File: src/rtl/regfile_writeback.sv
`default_nettype none
// ============================================================================
// Module   : regfile_writeback
// Brief    : Register-file write port arbiter (ALU priority, buffered LSU path)
//            with a pending-destination scoreboard and decode hazard flag.
// Revision : 1.0
// ============================================================================
module regfile_writeback #(
  parameter int DW         = 32,
  parameter int WORDS      = 32,
  parameter int ADDRW      = 5,
  parameter int FIFO_DEPTH = 2
) (
  input  logic             clk,
  input  logic             rst,
  input  logic             alu_valid_i,
  input  logic [ADDRW-1:0] alu_addr_i,
  input  logic [DW-1:0]    alu_data_i,
  input  logic             lsu_valid_i,
  output logic             lsu_ready_o,
  input  logic [ADDRW-1:0] lsu_addr_i,
  input  logic [DW-1:0]    lsu_data_i,
  input  logic             issue_en_i,
  input  logic [ADDRW-1:0] issue_addr_i,
  input  logic [ADDRW-1:0] rs1_addr_i,
  input  logic [ADDRW-1:0] rs2_addr_i,
  output logic             hazard_o,
  output logic             wr_en_o,
  output logic [ADDRW-1:0] wr_addr_o,
  output logic [DW-1:0]    wr_data_o
);

  localparam int              CW         = $clog2(FIFO_DEPTH + 1);
  localparam int              PW         = (FIFO_DEPTH > 1) ? $clog2(FIFO_DEPTH) : 1;
  localparam logic [CW-1:0]   C_DEPTH    = CW'(FIFO_DEPTH);
  localparam logic [PW-1:0]   C_LAST_PTR = PW'(FIFO_DEPTH - 1);
  localparam logic [ADDRW-1:0] C_X0      = '0;

  logic [ADDRW-1:0] r_fifo_addr [FIFO_DEPTH];
  logic [DW-1:0]    r_fifo_data [FIFO_DEPTH];
  logic [PW-1:0]    r_rd_ptr;
  logic [PW-1:0]    r_wr_ptr;
  logic [CW-1:0]    r_count;
  logic [WORDS-1:0] r_pending;
  logic             r_wr_en;
  logic [ADDRW-1:0] r_wr_addr;
  logic [DW-1:0]    r_wr_data;

  logic             w_alu_req;
  logic             w_push;
  logic             w_pop;
  logic [ADDRW-1:0] w_head_addr;
  logic [DW-1:0]    w_head_data;
  logic [WORDS-1:0] w_pending_nxt;
  logic             w_hz_rs1;
  logic             w_hz_rs2;

  function automatic logic [PW-1:0] f_next_ptr(input logic [PW-1:0] p);
    return (p == C_LAST_PTR) ? '0 : p + 1'b1;
  endfunction

  // Ready is forced low during reset; when full it stays low even on a pop edge.
  assign lsu_ready_o = rst & (r_count < C_DEPTH);
  assign w_alu_req   = alu_valid_i & (alu_addr_i != C_X0);
  assign w_push      = lsu_valid_i & lsu_ready_o & (lsu_addr_i != C_X0);
  assign w_pop       = ~w_alu_req & (r_count != '0);
  assign w_head_addr = r_fifo_addr[r_rd_ptr];
  assign w_head_data = r_fifo_data[r_rd_ptr];

  always_comb begin
    w_pending_nxt = r_pending;
    if (w_pop)
      w_pending_nxt[w_head_addr] = 1'b0;
    // Issue applied last so a same-edge set beats the clear.
    if (issue_en_i && (issue_addr_i != C_X0))
      w_pending_nxt[issue_addr_i] = 1'b1;
  end

  always_ff @(posedge clk) begin
    if (w_push) begin
      r_fifo_addr[r_wr_ptr] <= lsu_addr_i;
      r_fifo_data[r_wr_ptr] <= lsu_data_i;
    end
  end

  always_ff @(posedge clk or negedge rst) begin
    if (!rst) begin
      r_rd_ptr  <= '0;
      r_wr_ptr  <= '0;
      r_count   <= '0;
      r_pending <= '0;
      r_wr_en   <= 1'b0;
      r_wr_addr <= '0;
      r_wr_data <= '0;
    end else begin
      r_pending <= w_pending_nxt;
      if (w_push)
        r_wr_ptr <= f_next_ptr(r_wr_ptr);
      if (w_pop)
        r_rd_ptr <= f_next_ptr(r_rd_ptr);
      case ({w_push, w_pop})
        2'b10:   r_count <= r_count + 1'b1;
        2'b01:   r_count <= r_count - 1'b1;
        default: r_count <= r_count;
      endcase
      r_wr_en <= w_alu_req | w_pop;
      if (w_alu_req) begin
        r_wr_addr <= alu_addr_i;
        r_wr_data <= alu_data_i;
      end else if (w_pop) begin
        r_wr_addr <= w_head_addr;
        r_wr_data <= w_head_data;
      end
    end
  end

  // The register file has no write-through, so an in-flight write is still a hazard.
  assign w_hz_rs1 = r_pending[rs1_addr_i] |
                    (r_wr_en & (r_wr_addr == rs1_addr_i) & (rs1_addr_i != C_X0));
  assign w_hz_rs2 = r_pending[rs2_addr_i] |
                    (r_wr_en & (r_wr_addr == rs2_addr_i) & (rs2_addr_i != C_X0));
  assign hazard_o = w_hz_rs1 | w_hz_rs2;

  assign wr_en_o   = r_wr_en;
  assign wr_addr_o = r_wr_addr;
  assign wr_data_o = r_wr_data;

endmodule
`default_nettype wire

File: config.mk
export PLATFORM = sky130hd
export DESIGN_NAME = regfile_writeback
export DESIGN_NICKNAME = d
export VERILOG_FILES = /design/src/rtl/regfile_writeback.sv
export SDC_FILE = /design/constraint.sdc
export NUM_CORES = 1
export LEC_CHECK = 0
export BUFFER_PORTS_ARGS = -buffer_cell sky130_fd_sc_hd__buf_2
export CORE_UTILIZATION = 45
export DETAILED_ROUTE_END_ITERATION = 10
export PLACE_DENSITY = 0.8
export SKIP_CTS_REPAIR_TIMING = 1
export SYNTH_ARGS = -nofsm -noshare
export SYNTH_HDL_FRONTEND = slang
export SYNTH_SLANG_ARGS = --single-unit
File: constraint.sdc
create_clock -name clk -period 3.4 [get_ports clk]
set_input_delay 0.68 -clock clk [delete_from_list [all_inputs] [get_ports clk]]
set_output_delay 0.68 -clock clk [all_outputs]
set_load 0.005 [all_outputs]
# After elaboration in Yosys (flattened, before gate mapping)
# Memories as Yosys holds them, arrays and structs flattened.
# Index checks and enable logic that the tools add are counted.
# op_classes
muxes	19
n_reduce_logical	11
div	0
n_lt_le_gt_ge	7
bitwise	17
mul	0
eq_ne	4
addsub	4
n_shift	0
# op_table
operator	count
$mux 32	4
$and 32x32->32	1
$not 32->32	1
$or 32x32->32	1
$reduce_bool 5->1	5
$lt 5x6->1 const B	4
$bmux 1 s5	2
$demux 1 s5	2
$eq 5x5->1	2
$ge 5x1->1 const B	2
$mux 5	2
$and 1x1->1	9
$mux 1	8
$reduce_bool 2->1	3
$or 1x1->1	4
$pmux 2 s2	1
$logic_and 1x1->1	3
$add 1x1->1 const B	2
$add 2x1->2 const B	1
$eq 2x1->1 const B	1
$eq 2x2->1 const B	1
$lt 2x2->1 const B	1
$sub 2x1->2 const B	1
$not 1->1	1
# word_totals
mem_bits_ro	0
out_inout_bits	40
regBits	74
ramBits	74
inputBits	94
mem_count	2
latchBits	0
word_cells	71
# memory_table
memory	depth	width	rd	rd_clocked_by_memory_dff	write_ports	line_no	rtl
r_fifo_data	2	32	1	0	1	40	logic [DW-1:0] r_fifo_data [FIFO_DEPTH];
r_fifo_addr	2	5	1	0	1	39	logic [ADDRW-1:0] r_fifo_addr [FIFO_DEPTH];

# Longest topological paths before layout
# An unclocked memory read counts as a cell.
# logic_depth
depth_word	10
ltp_mapped	9
mapped_depth_nobuf	7

# Worst setup path before layout
# Ideal clock, no wire load.
# synth_path
path_kind	input to register
start	input port rst
end	memory r_fifo_addr[0][0] (enable)
t_arrival_ns	2.646
slack_ns	0.322
setup_ns	0.431
stages	3
t_required_ns	2.969
path_buffers	0
path_cell_list	nor2b_1 > o211ai_1 > nor2_1
# synth_between
elab_chain_len	5
# synth_lines
item	line_no	rtl
start: declaration	15	input logic rst,
$and 1x1->1	63	assign lsu_ready_o = rst & (r_count < C_DEPTH);
$and 1x1->1 (2 in a row)	65	assign w_push = lsu_valid_i & lsu_ready_o & (lsu_addr_i != C_X0);
$mux 1	80	if (w_push) begin
$mux 1 (implied by the code)	81	r_fifo_addr[r_wr_ptr] <= lsu_addr_i;
end: declaration	39	
# Every way passes these cells.

# Final worst setup path
# layout_path
start	input port rs2_addr_i[1]
end	output port hazard_o
# layout_between
elab_chain_len	5
word_cells_on_any_way	8
classes_between	eq/ne: 1; mux: 2; bitwise: 4; reduce/logical: 1
# layout_lines
item	line_no	rtl
start: declaration	26	input logic [ADDRW-1:0] rs2_addr_i,
parallel branches: the longest is 3 deep, another holds $bmux 1 s5	n/a	
$or 1x1->1 (*)	120	assign w_hz_rs2 = r_pending[rs2_addr_i] |
$or 1x1->1 (*)	122	assign hazard_o = w_hz_rs1 | w_hz_rs2;
end: declaration	27	output logic hazard_o,
# Mark *: on every way between the ends. The select of a mux whose other input is x is not followed.

==> results.ini <==
[logic_synthesis]
ys_warn_count = 0
ys_top_cells_by_count = 89 x o21ai_0, 74 x dfrtp_1, 74 x edfxtp_1
syn-cell-area_um2 = 6540
seq_area_frac_synth_pct = 62.3
ys_types = 39
synth_top_area_share_pct = 34.0
syn_nets = 637
synth_top_flop_cell = edfxtp_1
yosys.area.top_type = edfxtp_1
synth_edf_count = 74
synth_cells = 542
synth_area_leaders = edfxtp_1 34%, dfrtp_1 28%, o21ai_0 6.8%
syn_area_per_cell_um2 = 12.1
async_flop_share_pct = 50.0
ys_ff_latch = 148
synth_most_common_cell = o21ai_0

[place]
placedCellCount = 832
place.gp.congestion = 0.953
place_area_um2 = 7380
dp_hpwl_mm = 10.9
dp_slack_ns = 0.511
portBuffers = 133

[worst_hold_path]
hold_start = lsu_data_i[14]
hp-class = primary input to flop

[global_routing]
antenna_found_initial = 1
grt_util_all_layers_pct = 22.1
grt_overflow = 0
grt_pass1_wl_mm = 24.7
grt_pass1_vias = 4912
grt_max_degree = 75

[timing]
worst_slack_ns = 0.502
finalClockSkew_ns = 0.00910
max_freq_ghz = 0.345
fin_crit_sh_pct = 85.2
hold-worst-slack_ns = 0.443
tightest_slew_ns = 1.14
rsz0062_at_grt = false
setup_viol_count_final = 0
max_slew_margin_pct = 23.5
finalHoldViolCount = 0
setup_tns_ns = 0
period_needed_ns = 2.90
slew_violations = 0

[power_and_ir_drop]
p_per_area_nw_per_um2 = 802
clkPwrFrac_pct = 30.1
swShare_pct = 32.2
switching_power_mw = 2.07
internal_power_mw = 4.34
power.total_mw = 6.41
sequentialPowerShare_pct = 42.0
pwr-share-comb_pct = 27.9
p_leak_nw = 3.30
ir_drop_v = 0.000579

[die]
fp-row-count = 43
core-area_um2 = 14000
initial_core_util_pct = 46.5
die-area_um2 = 15000
die_w_um = 123
dieHeight_um = 123
boundaryPins = 134

[clock_tree]
cts_tree = built
clock_sinks = 148
clock_latency_ns = 0.42
root_buffer = clkbuf_16
cts_buffers = 17
cts.htree.levels = 4
cts_max_path_buffers = 2
clk_pin_slew_ns = 0.06

[route]
drtIter0Drc = 315
ant_nets = 0
drc_errors = 0
wl_mm = 15.8
drt-vias-per-instance = 5.65
wire_per_inst_um = 18.2
vias = 4885
first_pass_iters = 7

[critical_path]
cp_max_fo = 10
cp_num_buf_inv = 2
startpoint_type = primary input
crit_start = rs2_addr_i[1]
critPathCaptureType = primary output
r2r_start = r_rd_ptr
crit_slowest_cell = mux4_2
cp_top_family = multiplexers
critPathMaxStageDelay_ns = 0.53
critPathMostFrequentCell = buf_2
arrival_ns = 2.22
ff2ff_setup_slack_ns = 1.08
critPathKind = primary input to primary output
crit_required_ns = 2.72
crit_chain = buf_2 -> mux4_2 -> mux2i_1 -> nor3_1 -> nor4_1 -> nand3_1 -> buf_2

[layout]
area_growth_pct = 22.2
design_area_um2 = 7990
final_core_util_pct = 56.9
nets = 766
fin_cells = 865
drive_gt1_share_pct = 28.8

[flow_run]
max_cap_viol_count = 0

[run_status]
status = complete, no violations

## flip-flops by register name, indices dropped and copies added (netlist names)
signal and count:
r_count 2, r_fifo_addr 10, r_fifo_data 64, r_pending 32, r_rd_ptr 1, r_wr_ptr 1
wr_addr_o 5, wr_data_o 32, wr_en_o 1
## metal layers
| metal | GRT usage [%] | up-vias | wire length, um |
|---|---|---|---|
| li1 | - | 2257 | - |
| met1 | 26.2 | 2377 | 6390 |
| met2 | 36.8 | 217 | 7890 |
| met3 | 7.53 | 34 | 1250 |
| met4 | 9.22 | 0 | 253 |
| met5 | 0 | - | 0 |
## power groups by stage
stage | Clock [mW] | Sequential, mW | Combinational (mW)
5_1_grt | 2.03 | 2.73 | 2.00
3_3_place_gp | 0 | 2.68 | 1.72
6_report | 1.93 | 2.69 | 1.79
2_1_floorplan | 0 | 2.58 | 1.25
3_5_place_dp | 0 | 2.71 | 1.77
4_1_cts | 1.95 | 2.68 | 1.79
## final timing paths
kind                                      end  cells after the start
min reg2reg                      r_pending[0]                      1
max                                  hazard_o                      7
min                        r_fifo_data[0][14]                      1
min in group asynchronous        wr_data_o[2]                      2
max reg2reg                      r_pending[3]                      5
max in group asynchronous            r_rd_ptr                      2
## cell families after synthesis
kind of cell,count (synthesis),share of synthesized area [%]
AO/OA/AOI/OAI,150,12.1
flip-flops,148,62.3
AND/OR/NAND/NOR,139,9.38
multiplexers,60,12.2
buffers and inverters,31,2.13
XOR/XNOR,13,1.74
adder cells (fa/ha/maj),1,0.191
## cell type report
cell class	instances	area (um^2)
inverters	3	11.3
flip-flops and latches	148	4080
clock inverters	11	150
fillers	1166	6050
clock buffers	21	460
multi-input cells	363	2350
diodes	1	2.50
repair buffers	138	718
well taps	180	225
## placed cells by master (no fill, tap or decap), drive strengths merged, types with 10 or more instances in the layout
cell    instances
a21oi          35
buf           138
clkbuf         21
dfrtp          74
edfxtp         74
mux2i          40
mux4           15
nand2          58
nand3          10
nor2           44
o21ai         101
No activity file was read; power rests on OpenSTA's default activity.
